[config.mk]
export PLATFORM = sky130hd
export DESIGN_NAME = multiplier_arbiter
export DESIGN_NICKNAME = d
export VERILOG_FILES = /design/src/rtl/multiplier_arbiter.sv
export SDC_FILE = /design/constraint.sdc
export NUM_CORES = 1
export LEC_CHECK = 0
export CORE_MARGIN = 2
export CORE_UTILIZATION = 37
export CTS_CLUSTER_SIZE = 28
export DETAILED_ROUTE_END_ITERATION = 10
export GPL_TIMING_DRIVEN = 1
export PLACE_DENSITY = 0.75
export SETUP_SLACK_MARGIN = 0.1
export SKIP_CTS_REPAIR_TIMING = 1
export SLEW_MARGIN = 20
export SYNTH_ARGS = -nofsm -noshare
export SYNTH_HDL_FRONTEND = slang
export SYNTH_SLANG_ARGS = --single-unit
[constraint.sdc]
create_clock -name i_clock -period 1.5 [get_ports i_clock]
set_input_delay 0.3 -clock i_clock [delete_from_list [all_inputs] [get_ports i_clock]]
set_output_delay 0.3 -clock i_clock [all_outputs]
set_load 0.01 [all_outputs]
[src/rtl/multiplier_arbiter.sv]
// multiplier_arbiter: round-robin sharing of one sequential multiplier among REQUESTERS clients
module multiplier_arbiter #(
  parameter int BITS = 4,
  parameter int REQUESTERS = 2
) (
  input  logic                     i_clock,
  input  logic                     i_reset,
  input  logic [REQUESTERS-1:0]    i_request,
  input  logic [REQUESTERS*BITS-1:0] i_multiplicand,
  input  logic [REQUESTERS*BITS-1:0] i_multiplier,
  output logic [REQUESTERS-1:0]    o_grant,
  output logic [REQUESTERS-1:0]    o_done,
  output logic [2*BITS-1:0]        o_product,
  output logic                     o_busy,
  output logic                     o_mul_start,
  output logic [BITS-1:0]          o_mul_multiplicand,
  output logic [BITS-1:0]          o_mul_multiplier,
  input  logic                     i_mul_finished,
  input  logic [2*BITS-1:0]        i_mul_product
);
  localparam int IW = $clog2(REQUESTERS);
  typedef enum logic [1:0] {IDLE, START, WAIT, DONE} state_t;
  state_t state;
  logic [IW-1:0] last, grant_idx, winner;
  always_comb begin
    winner = last;
    for (int i = REQUESTERS; i >= 1; i--)
      if (i_request[(int'(last) + i) % REQUESTERS]) winner = IW'((int'(last) + i) % REQUESTERS);
  end
  always_ff @(posedge i_clock) begin
    if (i_reset) begin
      state              <= IDLE;
      last               <= IW'(REQUESTERS - 1);
      grant_idx          <= '0;
      o_grant            <= '0;
      o_done             <= '0;
      o_busy             <= 1'b0;
      o_mul_start        <= 1'b0;
      o_mul_multiplicand <= '0;
      o_mul_multiplier   <= '0;
      o_product          <= '0;
    end else begin
      o_done      <= '0;
      o_mul_start <= 1'b0;
      case (state)
        IDLE: if (|i_request) begin
          grant_idx          <= winner;
          o_grant            <= REQUESTERS'(1) << winner;
          o_mul_multiplicand <= i_multiplicand[int'(winner)*BITS +: BITS];
          o_mul_multiplier   <= i_multiplier[int'(winner)*BITS +: BITS];
          o_mul_start        <= 1'b1;
          o_busy             <= 1'b1;
          state              <= START;
        end
        START: state <= WAIT;
        WAIT: if (i_mul_finished) begin
          o_product <= i_mul_product;
          o_done    <= o_grant;
          state     <= DONE;
        end
        default: begin
          last    <= grant_idx;
          o_grant <= '0;
          o_busy  <= 1'b0;
          state   <= IDLE;
        end
      endcase
    end
  end
endmodule

# Word-level counts from Yosys, hierarchy flattened
# Cells that the tools add are included.
# W data, S select, Z words.
[totals]
in_bits = 29
reg_bits = 26
wordCells = 53
out_inout_bits = 22
[classes]
mux = 16
shift = 3
n_addsub = 2
reduce_logical = 10
bitwise_logic = 6
n_eq_ne = 4
magnitude_cmp = 2
[ops]
columns = ["operator", "count"]
rows = [
  ["$shiftx A8 B4 Y4", 2],
  ["$mux W1", 10],
  ["$reduce_and A2 Y1", 4],
  ["$lt A2 B3 Y1 const B", 2],
  ["$mux W2", 3],
  ["$pmux W2 S3", 1],
  ["$reduce_or A2 Y1", 3],
  ["$reduce_or A3 Y1", 2],
  ["$ne A2 B2 Y1 const B", 2],
  ["$not A1 Y1", 4],
  ["$pmux W2 S2", 1],
  ["$add A1 B1 Y1 const B", 2],
  ["$and A1 B1 Y1 const A", 2],
  ["$eq A2 B1 Y1 const B", 1],
  ["$eq A2 B2 Y1 const B", 1],
  ["$logic_not A2 Y1", 1],
  ["$pmux W1 S2", 1],
  ["$shl A1 B1 Y2 const A", 1],
]

# Depth between registers and ports, before layout
# Gate-level depths: netlist of the first run.
[depth]
word_depth = 10
ltp_mapped = 7
depth_no_buf = 5

# Least setup slack after synthesis of the first run
# Ideal clock, no wire load.
[synth_timing]
path_kind = "reg-to-reg"
start = "register state[1]"
end = "register o_grant[0]"
synth_period_minus_slack_ns = 1.610
arrival_ns = 1.531
slack_ns = -0.110
n_path_buf = 1
required_ns = 1.421
path_stages_with_launch = 6
setup_time_ns = 0.079
path_cell_list = "dfxtp_1 inv_1 ha_1 clkbuf_1 or4_1 a211oi_2"
[synth_via]
elab_chain_len = 4
elab_cells_between_ends = 8
classes_between = "eq/ne: 3; mux: 1; bitwise: 1; reduce/logical: 3"
[synth_rtl]
columns = ["element", "line_no", "source"]
rows = [
  ["from (decl)", "23", "state_t state;"],
  ["from (signal assigned)", "32", "state <= IDLE;"],
  ["from (signal assigned)", "53", "state <= START;"],
  ["from (signal assigned)", "55", "START: state <= WAIT;"],
  ["$eq A2 B2 Y1 / $eq A2 B1 Y1 (equally long branches)", "45", "case (state)"],
  ["$reduce_or A2 Y1 (no line)", "--", ""],
  ["$not A1 Y1 (no line)", "--", ""],
  ["$reduce_and A2 Y1 (no line)", "--", ""],
  ["to (signal assigned)", "48", "o_grant <= REQUESTERS'(1) << winner;"],
  ["to (decl)", "11", "output logic [REQUESTERS-1:0] o_grant,"],
]
# Parallel ways exist; a longest one is shown, timed or not.
# A chain may end at the register's enable or synchronous reset.

# Worst setup path after layout of the first run
[layout_timing]
start = "input port i_request[1]"
end = "register o_grant[0]"
[layout_via]
elab_chain_len = 8
elab_cells_between_ends = 14
classes_between = "eq/ne: 1; shift: 1; mux: 10; reduce/logical: 2"
[layout_rtl]
columns = ["element", "line_no", "source"]
rows = [
  ["from (decl)", "8", "input logic [REQUESTERS-1:0] i_request,"],
  ["$mux W1 (not written as such) (3 in a row)", "28", "if (i_request[(int'(last) + i) % REQUESTERS]) winner = IW'((int'(last) + i) % REQUESTERS);"],
  ["$mux W1 (2 in a row)", "28", ""],
  ["$shl A1 B1 Y2", "48", ""],
  ["$mux W2", "46", "IDLE: if (|i_request) begin"],
  ["$pmux W2 S2", "45", ""],
]
# Parallel ways exist; a longest one is shown, timed or not. The select of a mux whose other input is x is not followed.

==> results of run 1 <==
power by group through the flow:
stage	Sequential (W)	Clock [W]	Combinational, W
5_1_grt	0.00101	0.000513	0.00150
6_report	0.000987	0.000470	0.00136
3_3_place_gp	0.000990	0	0.00125
3_5_place_dp	0.000995	0	0.00129
2_1_floorplan	0.00104	0	0.000720
4_1_cts	0.000983	0.000493	0.00130
per-stage QoR:
step,total power [W],setup TNS [ns]
after floorplan,0.00176,0
after global placement,0.00224,-1.38
after detailed placement,0.00229,-2.36
after CTS,0.00277,-0.769
after global routing,0.00302,0
final,0.00281,0
registers in the layout, indices dropped and copies added, names as in the netlist, 2 cells and up:
register,cells
o_mul_multiplicand,4
state,2
o_product,8
o_mul_multiplier,4
o_done,2
o_grant,2
worst max-delay path: stages:
cell	delay, ns
clkdlybuf4s50_1	0.43
nor2b_1	0.16
or4_4	0.54
a211oi_2	0.20
worst max-delay path by stage:
stage / to / slack (ns) / cells after the start
2_1_floorplan: o_grant[0] / 0.07 / 5
3_3_place_gp: o_grant[0] / -0.19 / 4
3_5_place_dp: o_mul_multiplier[1] / -0.28 / 4
4_1_cts: o_grant[1] / -0.11 / 1
5_1_grt: o_grant[0] / 0.06 / 4
6_report: o_grant[0] / 0.1 / 4
layout make-up:
class                           count  area [um2]  share of cell area
Sequential cell                    26         526               0.274
Inverter                            3        13.8             0.00718
Clock buffer                        3        22.5              0.0118
Tap cell                           33        41.3              0.0216
Timing Repair Buffer               64         686               0.358
Clock inverter                      1        30.0              0.0157
Multi-Input combinational cell     92         597               0.312
kinds of logic (layout without fill, tap and decap cells):
group	count (synthesis)	after routing	synth area share
mux	1	1	0.00884
compound gates	38	38	0.225
flops	26	26	0.460
buf+inv	13	71	0.0530
simple gates	49	49	0.209
fa+ha+maj	4	4	0.0442
Yosys cell counts:
master | n | area share
buf_4 | 2 | 0.013
ha_1 | 4 | 0.044
o21a_1 | 2 | 0.013
nand2_1 | 9 | 0.030
nor2b_1 | 3 | 0.017
inv_1 | 3 | 0.0099
a22o_1 | 1 | 0.0077
nor3b_1 | 3 | 0.020
a211oi_1 | 3 | 0.020
dfxtp_1 | 26 | 0.46
a211oi_2 | 1 | 0.011
mux2i_1 | 1 | 0.0088
a211o_1 | 2 | 0.015
o21ai_0 | 10 | 0.044
nand2b_1 | 4 | 0.022
buf_2 | 3 | 0.013
a311oi_1 | 9 | 0.070
a21oi_1 | 10 | 0.044
nand3_1 | 16 | 0.071
or4_1 | 1 | 0.0066
clkbuf_1 | 5 | 0.017
nor2_1 | 13 | 0.043
metal layers:
layer,GRT usage,vias to the layer above,share of wire
li1,-,587,-
met1,0.205,555,0.41
met2,0.356,43,0.52
met3,0.0306,2,0.067
met4,0.0390,0,0.0042
met5,0,-,0
==> metrics.txt, run 1 <==
Final Hold Fails=0; CTS tree=yes; worst clock skew=roughly 0.008 ns; worst skew pair latency=about 0.31 ns; hold slack=0.464 ns; minimum clock period=1.40 ns; final instance area=between 1500 and 2000 um2; vias in the first global route=between 1,000 and 1,500; Max FO, Critical Path=3; Post-Syn Area per Cell=8.64 um2; Syn. warnings=0; # fillers=~250; FP Rows=20; Hold Path End=o_product[5]; post-synthesis instance area=around 1100 um2; Congestion Overflow GR=0; Area growth, synth to finish=69.2%; Max Cap Viol=0; post-placement cell area=between 1500 and 2000 um2; status=complete, no violations; Final Non-Filler Cells=between 200 and 250; worst min-delay path startpoint=o_product[5]; commonest non-fill, non-tap cell in the layout=clkdlybuf4s50_1; worst reg2reg setup slack=roughly 0.13 ns; Initial DRC Count=between 50 and 60; Syn Inst Count=around 130; Crit. End Element=flop; initial antenna violation count=0; worst reg2reg startpoint=state[0]; Max rail drop VDD=about 0.79 mV; WL/cell=between 10 and 15 um; gpl congestion=roughly 0.8; Die Span Y=slightly below 60 um; die width=59.3 um; Finish-stage setup viols=0; R2R Path End=o_grant[0]; die area=between 3000 and 4000 um2; port bufs=50; Flop pwr share=0.351; DP Worst Slack=-0.282 ns; Clk network pwr share=0.167; # diodes=0; GRT Util Overall=0.183; Seq cells post-synth=26; total number of vias=approximately 1,200; required time worst endpoint=1.73 ns; Syn Nets=164; clk slew on worst S/H paths=about 0.13 ns; hpwl dp=roughly 2.4 mm; worst min path class=flop to flop; final critical-path setup slack=around 0.095 ns; io pins=51; first-pass GRT wire length=5.01 mm; WHS Path Cells=2; switching share of total power=0.336; core area=around 3000 um2; Slew HR=0.797; layout cells sized above 1=0.169; Num CTS Buffers=3; Starting Density=0.380; number of vias per cell=roughly 5.3; Max Freq=between 700 and 800 MHz; reg2reg path depth=4; Seq/Total Area, Yosys=0.460; PwrDens=1470 nW/um2; Psw=0.000946 W; combinational share of power=0.482; RSZ-0062 raised after global routing=true; Synth cell types=22; most frequent cells in the layout=clkdlybuf4s50_1 (28), dfxtp_1 (22), dlymetal6s2s_1 (22); leakage=approximately 1.0 nW; Post-route DRC=0; htree depth=1; Final Max Tran Viols=0; startpoint types=primary input; worst setup path start=i_request[1]; fin crit share=0.937; placed insts=216; Worst Path Arrival=approximately 1.6 ns; nets@finish=223; Worst-Margin Slew=a little over 0.3 ns; ANT nets after route=0; Pint=0.00187 W; Setup CP Type=primary input to flop; final WL=3.11 mm; Sinks on Clock Net=26; DR pass1 iterations=4; CTS root buf=clkbuf_4; largest net degree at the start of global routing=28; deepest clock path buffer count=2; fin util=0.643
No activity file was read; power rests on OpenSTA's default activity.
==> inputs of run 2 (changes only) <==
CORE_MARGIN = 5   (was 2)
==> metrics.txt, run 2 (synthesized netlist as in run 1, its figures left out) <==
gpl congestion=0.810 (+0.81%); grt peak-use layer=met2; worst reg2reg startpoint=state[0]; minimum clock period=1.39 ns (-0.0107 ns); io pins=51 (unchanged); final WL=3.39 mm (+9.0%); worst min-delay path startpoint=o_product[7]; fin crit share=0.929 (-0.00716); commonest non-fill, non-tap cell in the layout=clkdlybuf4s50_1; deepest clock path buffer count=2 (unchanged); Worst-Margin Slew=0.338 ns (+0.0352 ns); Hold Path End=o_product[7]; setup TNS=0 ns (unchanged); reg2reg path depth=4 (unchanged); # diodes=0 (unchanged); Setup CP Type=flop to flop; initial antenna violation count=0 (unchanged); htree depth=1 (unchanged); Num CTS Buffers=3 (unchanged); WHS Path Cells=2 (unchanged); multi-input logic area=597 um2 (unchanged); hpwl dp=2.45 mm (+3.9%); Top Registers=o_product (8), o_mul_multiplicand (4), o_mul_multiplier (4); Finish-stage setup viols=0 (unchanged); number of vias per cell=5.38 (+0.53%); total number of vias=1,204 (+1.4%); max reg flops=8 (unchanged); Slew HR=0.774 (-0.0231); nets@finish=225 (+0.90%); first-pass GRT wire length=5.11 mm (+1.9%); Area growth, synth to finish=71.0%; status=complete, no violations; post-placement cell area=1770 um2 (+0.85%); grt met1 use=0.176 (-0.0291); ANT nets after route=0 (unchanged); port bufs=50 (unchanged); layout cells sized above 1=0.178 (+0.00870); final critical-path setup slack=0.106 ns (+0.0107 ns); Max FO, Critical Path=6 (+3); met3 Use GR=0.0291 (-0.00151); clk slew on worst S/H paths=0.14 ns (about the same); DR pass1 iterations=4 (unchanged); worst skew pair latency=0.32 ns (about the same); RSZ-0062 raised after global routing=true; Crit. End Element=flop; GR Util met2=0.272 (-0.0846); # fillers=253 (unchanged); die width=65.3 um (+10%); DP Worst Slack=-0.280 ns (+0.00199 ns); die area=4270 um2 (+21%); largest net degree at the start of global routing=28 (unchanged); PwrDens=1490 nW/um2 (+1.1%); worst clock skew=0.00436 ns (-0.00370 ns); Die Span Y=65.3 um (+10%); core area=3000 um2 (+0.84%); startpoint types=flop; Sinks on Clock Net=26 (unchanged); vias in the first global route=1,145 (-6.8%); Max rail drop VDD=0.859 mV (+8.3%); GRT Util Overall=0.151 (-0.0325); Post-route DRC=0 (unchanged); required time worst endpoint=1.75 ns (+0.02 ns); Final Hold Fails=0 (unchanged); final instance area=1940 um2 (+1.1%); largest reg by FF count=o_product; Initial DRC Count=73 (+28%); FP Rows=20 (unchanged); fin util=0.645 (+0.00172); Register Area=529 um2 (+0.71%); worst reg2reg setup slack=0.11 ns (-0.02 ns); leakage=1.07 nW (+2.4%); CTS root buf=clkbuf_4; Max Freq=717 MHz (+0.77%); most frequent cells in the layout=clkdlybuf4s50_1 (27), dlymetal6s2s_1 (23), dfxtp_1 (21); CTS tree=yes; Final Max Tran Viols=0 (unchanged); Starting Density=0.377 (-0.00317); worst min path class=flop to flop; Worst Path Arrival=1.64 ns (about the same); R2R Path End=o_grant[0]; Max Cap Viol=0 (unchanged); Congestion Overflow GR=0 (unchanged); WL/cell=15.1 um (+8.1%)
[run 2: routing by layer]
metal	wire length, um	part of all wire
met5	0	0
met1	1440	0.43
met2	1740	0.51
met4	65	0.019
met3	134	0.040
[run 2: metrics by stage]
stage | total power [W] | cells | hold slack, ns
CTS | 0.00281 | 222 | 0.469
global route | 0.00304 | 224 | 0.489
global placement | 0.00226 | 218 | 0.443
finish | 0.00288 | 224 | 0.468
floorplan | 0.00176 | 131 | 0.436
detailed placement | 0.00232 | 218 | 0.450
[run 2: final cells by class]
| class | instances | share of cell area |
|---|---|---|
| well taps | 33 | 0.0213 |
| inverters | 3 | 0.00711 |
| clock buffers | 3 | 0.0116 |
| clock inverters | 1 | 0.0155 |
| repair buffers | 66 | 0.363 |
| multi-input cells | 92 | 0.308 |
| flip-flops and latches | 26 | 0.273 |
[run 2: critical path, stage by stage, from the launching register on]
cell and delay (ns):
dfxtp_2 0.39, inv_4 0.06, ha_4 0.26, or4_4 0.42, a211oi_2 0.19
[run 2: worst max path at each step]
stage                     slack (ns)          from               endpoint  cells past startpoint
after floorplan                 0.07      state[1]             o_grant[0]                      5
after global placement         -0.19  i_request[0]             o_grant[0]                      4
after detailed placement       -0.28  i_request[0]  o_mul_multiplicand[3]                      4
after CTS                      -0.13    o_grant[0]             o_grant[0]                      1
after global routing            0.06      state[1]           o_product[1]                      5
final                           0.11      state[0]             o_grant[0]                      4
[run 2: power breakdown]
part           switching [W]  internal [W]
Sequential          0.000106      0.000879
Combinational       0.000655      0.000754
Clock               0.000213      0.000270
==> inputs of run 3 (changes only) <==
CORE_UTILIZATION = 30   (was 37)
MAX_ROUTING_LAYER = met4   (was unset)
PLACE_DENSITY = unset   (was 0.75)
==> metrics.txt, run 3 (synthesized netlist as in run 1, its figures left out) <==
worst clock skew=0.00501 ns (+0.000648 ns); slowest CP cell=or4_4; required time worst endpoint=1.70 ns (-0.05 ns); worst min-delay path startpoint=o_product[1]; Congestion Overflow GR=0 (unchanged); FP Rows=22 (+10%); DR pass1 iterations=4 (unchanged); R2R Path End=o_grant[0]; RSZ-0062 raised after global routing=false; Die Span Y=71.4 um (+9.4%); WHS Path Cells=2 (unchanged); worst skew pair latency=0.27 ns (-0.05 ns); hold slack=0.452 ns (-0.0151 ns); startpoint types=flop; worst reg2reg startpoint=state[0]; PwrDens=1420 nW/um2 (-4.5%); Buf+Inv Stages, Crit Path=1 (unchanged); Setup CP Type=flop to flop; worst path cell trace=inv_4, ha_4, or4_4, a211oi_2; # diodes=0 (unchanged); io pins=51 (unchanged); Worst Path Arrival=1.53 ns (-0.11 ns); setup TNS=0 ns (unchanged); worst reg2reg setup slack=0.17 ns (+0.06 ns); CTS tree=yes; layout cells sized above 1=0.145 (-0.0328); worst min path class=flop to flop; GRT Util Overall=0.134 (-0.0166); Slew HR=0.789 (+0.0146); fin crit share=0.887 (-0.0420); commonest non-fill, non-tap cell in the layout=clkdlybuf4s50_1; port bufs=50 (unchanged); Max Freq=751 MHz (+4.7%); Top Registers=o_product (8), o_mul_multiplicand (4), o_mul_multiplier (4); Psw=0.000936 W (-3.9%); total number of vias=1,140 (-5.3%); core area=3660 um2 (+22%); Area growth, synth to finish=69.2%; Initial DRC Count=31 (-58%); Num CTS Buffers=3 (unchanged); Final Max Tran Viols=0 (unchanged); Flop pwr share=0.359 (+0.017); Pint=0.00178 W (-6.4%); Finish-stage setup viols=0 (unchanged); switching share of total power=0.345 (+0.00606); die width=71.4 um (+9.4%); CTS root buf=clkbuf_8; combinational share of power=0.500 (+0.010); die area=5100 um2 (+20%); Max rail drop VDD=0.720 mV (-16%); WL/cell=13.5 um (-10%); Final Hold Fails=0 (unchanged); nets@finish=221 (-1.8%); max reg flops=8 (unchanged); first-pass GRT wire length=5.40 mm (+5.7%); Hold Path End=o_product[1]; Crit. End Element=flop; leakage=1.05 nW (-2.0%); hpwl dp=2.38 mm (-2.8%); Max Cap Viol=0 (unchanged); # fillers=355 (+40%); largest reg by FF count=o_product; htree depth=1 (unchanged); largest net degree at the start of global routing=28 (unchanged); Worst-Margin Slew=0.316 ns (-0.0218 ns); gpl congestion=0.774 (-4.4%); reg2reg path depth=4 (unchanged); ANT nets after route=0 (unchanged); Largest delay share family, worst path=simple AND/OR/NAND/NOR gates; Sinks on Clock Net=26 (unchanged); deepest clock path buffer count=2 (unchanged); Crit path largest cell delay=0.41 ns (about the same); status=complete, no violations; initial antenna violation count=0 (unchanged); vias in the first global route=1,164 (+1.7%); most frequent cells in the layout=clkdlybuf4s50_1 (26), dfxtp_1 (24), dlymetal6s2s_1 (24); Post-route DRC=0 (unchanged); clk slew on worst S/H paths=0.09 ns (-0.05 ns); Starting Density=0.309 (-0.0678); Max FO, Critical Path=7 (+1); final WL=3.17 mm (-6.5%); number of vias per cell=4.87 (-9.4%); minimum clock period=1.33 ns (-0.0630 ns); Clk network pwr share=0.142 (-0.026)
## run 3: cell count changes in the layout (fill, tap and decap cells not counted), moves of 2 or more
cell	delta
buf_4	-5
dfxtp_2	-2
clkbuf_4	-3
nor2b_2	+2
clkbuf_8	+3
dfxtp_1	+3
## run 3: how the worst max path moves through the flow
| stage | slack [ns] | cells after the start | to | from |
|---|---|---|---|---|
| floorplan | 0.07 | 5 | o_grant[0] | state[1] |
| global placement | -0.20 | 4 | o_grant[0] | i_request[1] |
| detailed placement | -0.22 | 4 | o_grant[0] | i_request[1] |
| CTS | -0.04 | 1 | o_grant[0] | o_grant[0] |
| global route | 0.1 | 4 | o_mul_multiplicand[3] | last |
| finish | 0.17 | 4 | o_grant[0] | state[0] |
## run 3: worst reg2reg max path: cells and delay by family (launching register included)
family                     cells  cell delay [ns]
and+or+nand+nor                1             0.41
buffers and inverters          1             0.06
adders and majority gates      1             0.26
DFF                            1             0.36
AOI/OAI and AO/OA              1             0.17
## run 3: per-stage QoR
stage | std cells | worst slack [ns] | total power (W) | util | instance area [um2]
finish | 234 | 0.169 | 0.00272 | 0.523 | 1920
global route | 234 | 0.0996 | 0.00295 | 0.523 | 1920
CTS | 233 | -0.0379 | 0.00270 | 0.495 | 1810
detailed placement | 230 | -0.215 | 0.00230 | 0.484 | 1770
global placement | 230 | -0.200 | 0.00228 | 0.484 | 1770
floorplan | 131 | 0.0696 | 0.00176 | - | 1160
## run 3: layout make-up
type	count	area, um2	area share
Inverter	3	13.8	0.00718
Tap cell	48	60.1	0.0314
Multi-Input combinational cell	92	598	0.312
Clock buffer	3	41.3	0.0216
Timing Repair Buffer	62	679	0.355
Sequential cell	26	523	0.273
## run 3: per-layer routing
metal	routed length (um)	global-route usage
met1	1420	0.168
met4	35	0.0501
met5	0	-
met3	297	0.0449
met2	1410	0.200
## run 3: power by group through the flow
stage               clock network, W  logic [W]  registers [W]
finish                      0.000385    0.00136       0.000974
global route                0.000443    0.00151        0.00100
CTS                         0.000405    0.00132       0.000977
detailed placement                 0    0.00131       0.000990
global placement                   0    0.00129       0.000983
floorplan                          0   0.000720        0.00104
